--- src/rtl/pipe_reg_hs.sv ---
// pipe_reg_hs: DEPTH-stage elastic register chain with valid/ready on both
// sides. Empty stages fill immediately so a downstream stall lets upstream
// words pack forward. Includes a synchronous flush and a registered occupancy.
module pipe_reg_hs #(
  parameter int               WIDTH     = 8,
  parameter int               DEPTH     = 2,
  parameter logic [WIDTH-1:0] RESET_VAL = '0
) (
  input  logic             clk,
  input  logic             resetn,
  input  logic             flush,
  input  logic             s_valid,
  output logic             s_ready,
  input  logic [WIDTH-1:0] s_data,
  output logic             m_valid,
  input  logic             m_ready,
  output logic [WIDTH-1:0] m_data,
  output logic [3:0]       occupancy
);

  logic [DEPTH-1:0] vld_p;
  logic [WIDTH-1:0] dat_p [DEPTH];
  logic [DEPTH:0]   rdy;
  logic [DEPTH-1:0] vld_nxt;
  logic             out_of_reset;

  function automatic logic [3:0] popcount(input logic [DEPTH-1:0] bits);
    logic [3:0] cnt;
    cnt = '0;
    for (int i = 0; i < DEPTH; i++) begin
      cnt = cnt + {3'b000, bits[i]};
    end
    return cnt;
  endfunction

  // Ready chain from the output side: a stage can load if it is empty or its word moves on.
  always_comb begin : ready_chain
    logic r;
    r = m_ready;
    rdy = '0;
    rdy[DEPTH] = m_ready;
    for (int i = DEPTH - 1; i >= 0; i--) begin
      r = !vld_p[i] || r;
      rdy[i] = r;
    end
  end

  assign s_ready = rdy[0] && out_of_reset && !flush;
  assign m_valid = vld_p[DEPTH-1];
  assign m_data  = dat_p[DEPTH-1];

  // Next valid vector: flush clears everything, otherwise ready stages take the upstream valid.
  always_comb begin
    vld_nxt = vld_p;
    if (flush) begin
      vld_nxt = '0;
    end else begin
      if (rdy[0]) vld_nxt[0] = s_valid && s_ready;
      for (int i = 1; i < DEPTH; i++) begin
        if (rdy[i]) vld_nxt[i] = vld_p[i-1];
      end
    end
  end

  // Control state: stage valids, occupancy and the one-cycle post-reset input block.
  always_ff @(posedge clk or negedge resetn) begin
    if (!resetn) begin
      vld_p        <= '0;
      occupancy    <= '0;
      out_of_reset <= 1'b0;
    end else begin
      vld_p        <= vld_nxt;
      occupancy    <= popcount(vld_nxt);
      out_of_reset <= 1'b1;
    end
  end

  // Stage data: loads only when a valid word arrives, so bubbles never overwrite held data.
  always_ff @(posedge clk or negedge resetn) begin
    if (!resetn) begin
      for (int i = 0; i < DEPTH; i++) dat_p[i] <= RESET_VAL;
    end else if (flush) begin
      for (int i = 0; i < DEPTH; i++) dat_p[i] <= RESET_VAL;
    end else begin
      if (rdy[0] && s_valid && s_ready) dat_p[0] <= s_data;
      for (int i = 1; i < DEPTH; i++) begin
        if (rdy[i] && vld_p[i-1]) dat_p[i] <= dat_p[i-1];
      end
    end
  end

endmodule

--- config.mk ---
export PLATFORM = sky130hd
export DESIGN_NAME = pipe_reg_hs
export DESIGN_NICKNAME = d
export VERILOG_FILES = /design/src/rtl/pipe_reg_hs.sv
export SDC_FILE = /design/constraint.sdc
export NUM_CORES = 1
export LEC_CHECK = 0
export CORE_ASPECT_RATIO = 1.4
export CORE_MARGIN = 3
export CORE_UTILIZATION = 25
export CTS_CLUSTER_SIZE = 10
export DETAILED_ROUTE_END_ITERATION = 10
export DONT_BUFFER_PORTS = 1
export PLACE_DENSITY = 0.35
export SLEW_MARGIN = 20
export SYNTH_ARGS = -nofsm -noshare
export SYNTH_HDL_FRONTEND = slang
export SYNTH_SLANG_ARGS = --single-unit
--- constraint.sdc ---
create_clock -name clk -period 3.69 [get_ports clk]
set_clock_uncertainty 0.15 [all_clocks]
set_input_delay 0.738 -clock clk [delete_from_list [all_inputs] [get_ports clk]]
set_output_delay 0.738 -clock clk [all_outputs]
set_load 0.005 [all_outputs]
==> metrics, run 1 <==
final setup TNS 0 ns; non-filler cells, final 120; crit path kind reg -> out; drt first pass iters 4; synth-to-layout area growth 0.382%; Yosys top cell by area dfrtp_1; Synth area leaders dfrtp_1 54%, mux2_2 9.2%, buf_4 7.6%, nor2b_1 5.7%, a21oi_1 5.1%; sw power around 0.000086 W; crit path DAT ~1.2 ns; clock sink count 21; grt met3 use 0.0322; Nets between 90 and 100; Worst path slowest cell dfrtp_1; combinational power share 0.044; CP startpoint kind register; Synth async-reset ratio 1.00; capturing point of the worst reg2reg path dat_p[9]; complex-gate fraction of the synthesized area 0.0917; clock buffer depth 2; min-delay worst type in -> async; outcome completed; Post-Syn Area a little under 0.001 mm^2; min Tclk post-route between 2 and 2.5 ns; initial antenna violation count 0; Syn Area/Cell ~11 um^2; Congestion Overflow GR 0; EDFF count, synth 0; ant diodes 0; vias in the first global route 623; Clock power frac 0.363; mux cell area share after synthesis 0.0917; pin count of the biggest net entering global routing 22; sequential-to-total area share from yosys stat 0.535; clk_lat worst skew 0.25 ns; Root Buffer clkbuf_8; sw frac 0.210; commonest cells in the netlist 21 x dfrtp_1, 10 x a21oi_1, 10 x buf_4; DRC 0; final core utilization 0.266; Die Y around 80 um; Slew Viols, Final 0; die width 59.0 um; post-route ant nets 0; Setup crit end kind primary output; Total GRT Usage 0.0872; critical path required time 2.80 ns; final hold violations 0; synth warn 0; TritonCTS clock tree done; DR vias/cell between 4 and 5; grt met2 use 0.135; CP max FO 10; endpoints failing setup 0; num ports 27; core area 0.00371 mm^2; top_reg_cell synth dfrtp_1; largest family of logic cells by synthesized area simple AND/OR/NAND/NOR gates; Reg-to-Reg Start vld_p[0]; top cell type's share of synthesized area 0.535; Final HPWL DP ~1300 um; CTS resizes 0; #FFs+latches synth 21; most common cell in the synthesized netlist dfrtp_1; RSZ-0062 raised after global routing no; Post-CTS Setup Inserts 0; Max Cap Viol 0; DR WL/cell 15.2 um; fin crit share 0.557; met1 Track Usage GR 0.105; Site Rows 26; Max IR drop VDD 0.147 mV; adder-cell share of the synthesized area 0.0127; Peak Freq just under 0.5 GHz; P_leak around 0.45 nW; Starting Density 0.265; clock transition at the registers of the reported paths around 0.08 ns; FF-to-FF setup slack 1.94 ns; first-pass GRT wire length approximately 3100 um; Post-Synthesis Cells 87; r2r worst-path depth 3; GR peak layer met2; CTS Buf Count 3; buffers added on ports 0; PD cells between 400 and 500 mW/mm^2; Hold-fix buffers, CTS 0; Synth Area in XOR/XNOR 0; layout cell share with drive strength beyond 1 0.179; number of H-tree levels 1; Fin Hold WS approximately 0.017 ns; P_int around 0.00032 W; Inst Count DP between 100 and 150; WL final approximately 1800 um; Simple-Gate Fraction of Synth Area 0.158; Cell Chain, Critical Path nand3b_4 > and3b_2; DRT iter0 DRCs 11; Seq pwr share 0.593; FILL cells 421; die area about 0.0047 mm^2; Synth cell types 18; routability cong. ~0.65; via count between 500 and 600; largest incremental delay on the critical path approximately 0.56 ns
[cell families after synthesis]
| logic type | count (synthesis) |
|---|---|
| DFF | 21 |
| and+or+nand+nor | 22 |
| buffers and inverters | 15 |
| adders and majority gates | 1 |
| AOI/OAI and AO/OA | 18 |
| muxes | 8 |
| other | 2 |
[through the flow]
stage	power, W	setup WS, ns	instance area, um^2
after floorplan	0.000269	1.59	986
after global placement	0.000267	1.70	941
after detailed placement	0.000267	1.69	941
after CTS	0.000425	1.61	986
after global routing	0.000431	1.57	986
final	0.000411	1.63	986
[flip-flops by register name, indices dropped and copies added (netlist names)]
signal and count:
occupancy 2, dat_p 8, out_of_reset 1, vld_p 2
m_data 8
[critical path: cells and delay by family (launching register included)]
kind	cells	cell delay [ns]
flip-flops	1	0.56
AND/OR/NAND/NOR	2	0.35
[final cells by class]
cell class                      instances  area (um^2)  share of cell area
Clock buffer                            4         45.0              0.0457
Tap cell                               42         52.6              0.0533
Multi-Input combinational cell         52          359               0.364
Inverter                                1         3.75             0.00381
Sequential cell                        21          526               0.533
[how the worst max path moves through the flow]
stage,end,slack (ns),cells after the start,from
6_report,s_ready,1.63,2,vld_p[0]
2_1_floorplan,s_ready,1.59,2,flush
3_3_place_gp,s_ready,1.70,2,m_ready
4_1_cts,s_ready,1.61,2,vld_p[0]
5_1_grt,s_ready,1.57,2,vld_p[0]
3_5_place_dp,s_ready,1.69,2,m_ready
[power by group through the flow]
stage / logic, W / clock network (W) / registers [W]
6_report: 0.0000179 / 0.000149 / 0.000244
5_1_grt: 0.0000205 / 0.000165 / 0.000245
4_1_cts: 0.0000183 / 0.000162 / 0.000244
3_5_place_dp: 0.0000182 / 0 / 0.000249
3_3_place_gp: 0.0000179 / 0 / 0.000249
2_1_floorplan: 0.0000233 / 0 / 0.000246
[cells in the final DEF (no fill, tap or decap), types with 3 or more instances in the layout]
cell type	instances
o21ai_0	8
a21oi_1	10
nor2b_1	9
conb_1	3
nand3_1	8
clkbuf_8	3
mux2_2	8
dfrtp_1	21
[layer usage]
layer	share of wire	vias to the layer above
met4	0.0082	0
met5	0	-
met1	0.43	259
met2	0.47	18
met3	0.091	2
li1	-	262
Power figures use the tool's default switching activity.
==> inputs of run 2 (changes only) <==
Settings changed: PLACE_DENSITY 0.35 to 0.37.
Clock period 3.69 ns to 1.72 ns, I/O delays scaled along.
==> run 2 against run 1 <==
Effect of this change:
- global-route usage rose by 0.71 points
- via count grew 3.0%
- core utilization is 1.8 points higher
- clock power is 110% higher
- cell area increased by 6.6%
- wire length is 6.0% higher
- setup slack got worse by 1.5 ns
- largest cell class unchanged
- highest routed layer unchanged
==> metrics, run 2 (synthesis gave the netlist of run 1 again) <==
FILL cells 409 (-2.9%); first-pass GRT wire length 3340 um (+6.1%); Die Y 80.2 um (unchanged); synth-to-layout area growth 7.01%; final core utilization 0.283 (+0.0175); core area 0.00371 mm^2 (unchanged); Starting Density 0.265 (unchanged); vias in the first global route 652 (+4.7%); WL final 1940 um (+6.0%); register area 526 um^2 (unchanged); sw power 0.000191 W (+120%); CP startpoint kind register; clk_lat worst skew 0.25 ns (about the same); clock sink count 21 (unchanged); Congestion Overflow GR 0 (unchanged); DR WL/cell 15.1 um (-0.61%); clock transition at the registers of the reported paths 0.07 ns (about the same); non-filler cells, final 128 (+6.7%); initial antenna violation count 0 (unchanged); P_leak 0.490 nW (+7.9%); DRC 0 (unchanged); ant diodes 0 (unchanged); Inst Count DP 120 (+3.4%); post-route ant nets 0 (unchanged); Root Buffer clkbuf_8; num ports 27 (unchanged); FF-to-FF setup slack 0.1 ns (-1.84 ns); DR vias/cell 4.35 (-3.5%); P_int 0.000706 W (+120%); Clock power frac 0.348 (-0.015); CP max FO 8 (-2); endpoints failing setup 0 (unchanged); Site Rows 26 (unchanged); DRT iter0 DRCs 17 (+6); Slew Viols, Final 0 (unchanged); die width 59.0 um (unchanged); fin crit share 0.943; CTS Buf Count 3 (unchanged); final setup TNS 0 ns (unchanged); CTS resizes 0 (unchanged); Multi-input gate area 359 um^2 (unchanged); Final HPWL DP 1370 um (+3.7%); RSZ-0062 raised after global routing no; crit path kind reg -> reg; Max Cap Viol 0 (unchanged); min-delay worst type in -> reg; sw frac 0.213 (+0.00317); routability cong. 0.662 (+2.1%); TritonCTS clock tree done; leading cell types in the layout, fill and taps excluded 21 x dfrtp_1, 10 x a21oi_1, 9 x nor2b_1; Setup crit end kind register; PD cells 854 mW/mm^2 (+100%); Max IR drop VDD 0.247 mV (+68%); pin count of the biggest net entering global routing 22 (unchanged); commonest non-fill, non-tap cell in the layout dfrtp_1; critical path required time 1.71 ns (-1.09 ns); Total GRT Usage 0.0943 (+0.00709); min Tclk post-route between 1.5 and 2 ns; crit path DAT 1.61 ns (+0.44 ns); clock buffer depth 2 (unchanged); die area 0.00473 mm^2 (unchanged); drt first pass iters 2 (-2); Peak Freq approximately 0.6 GHz; number of H-tree levels 1 (unchanged); Seq pwr share 0.582 (-0.011); combinational power share 0.070 (+0.026); layout cell share with drive strength beyond 1 0.221 (+0.0414); Post-CTS Setup Inserts 0 (unchanged); Nets 101 (+8.6%); buffers added on ports 0 (unchanged); final hold violations 0 (unchanged); via count 557 (+3.0%); outcome completed
## run 2: what timing repair did
action                                 in CTS  in global routing
endpoints found under the hold margin      29                 22
setup endpoints to repair                   0                  0
hold buffers                                2                  2
## run 2: worst max-delay path: stages (launching register included)
cell      delay [ns]
dfrtp_1         0.45
nand3b_4        0.11
nor3b_4         0.42
mux2_2          0.38
## run 2: metal layers
layer | global-route usage | routed length (um) | vias up
met1 | 0.114 | 815 | 263
met5 | 0 | 0 | -
met2 | 0.142 | 952 | 13
met4 | 0.0476 | 19 | 0
li1 | - | - | 279
met3 | 0.0386 | 153 | 2
## run 2: power by group through the flow
stage / registers [W] / logic [W] / clock network [W]
floorplan: 0.000527 / 0.0000499 / 0
global placement: 0.000532 / 0.0000448 / 0
detailed placement: 0.000531 / 0.0000453 / 0
CTS: 0.000522 / 0.0000621 / 0.000333
global route: 0.000524 / 0.0000726 / 0.000361
finish: 0.000522 / 0.0000631 / 0.000312
## run 2: cell type report
type,instances,area share
tap,42,0.0500
clock buffer,4,0.0429
inverter,1,0.00357
timing repair buffer,8,0.0619
sequential,21,0.500
multi-input combinational,52,0.342
## run 2: metrics by stage
| stage | total power (W) | hold slack, ns | instance area, um^2 | setup WS [ns] |
|---|---|---|---|---|
| floorplan | 0.000577 | -0.102 | 986 | 0.190 |
| global placement | 0.000577 | -0.101 | 971 | 0.110 |
| detailed placement | 0.000577 | -0.101 | 971 | 0.0880 |
| global route | 0.000957 | 0.0121 | 1050 | 0.0145 |
| CTS | 0.000917 | 0.00572 | 1040 | 0.0681 |
| finish | 0.000897 | 0.0263 | 1050 | 0.0985 |
## run 2: worst paths after layout
| path | start | endpoint | cells after the start |
|---|---|---|---|
| setup / recovery | vld_p[1] | dat_p[11] | 3 |
| hold / removal | flush | vld_p[1] | 1 |
| setup reg to reg | vld_p[1] | dat_p[11] | 3 |
| hold reg to reg | dat_p[10] | m_data[2] | 2 |
| max in group asynchronous | resetn | m_data[4] | 2 |
| min in group asynchronous | resetn | m_data[6] | 2 |
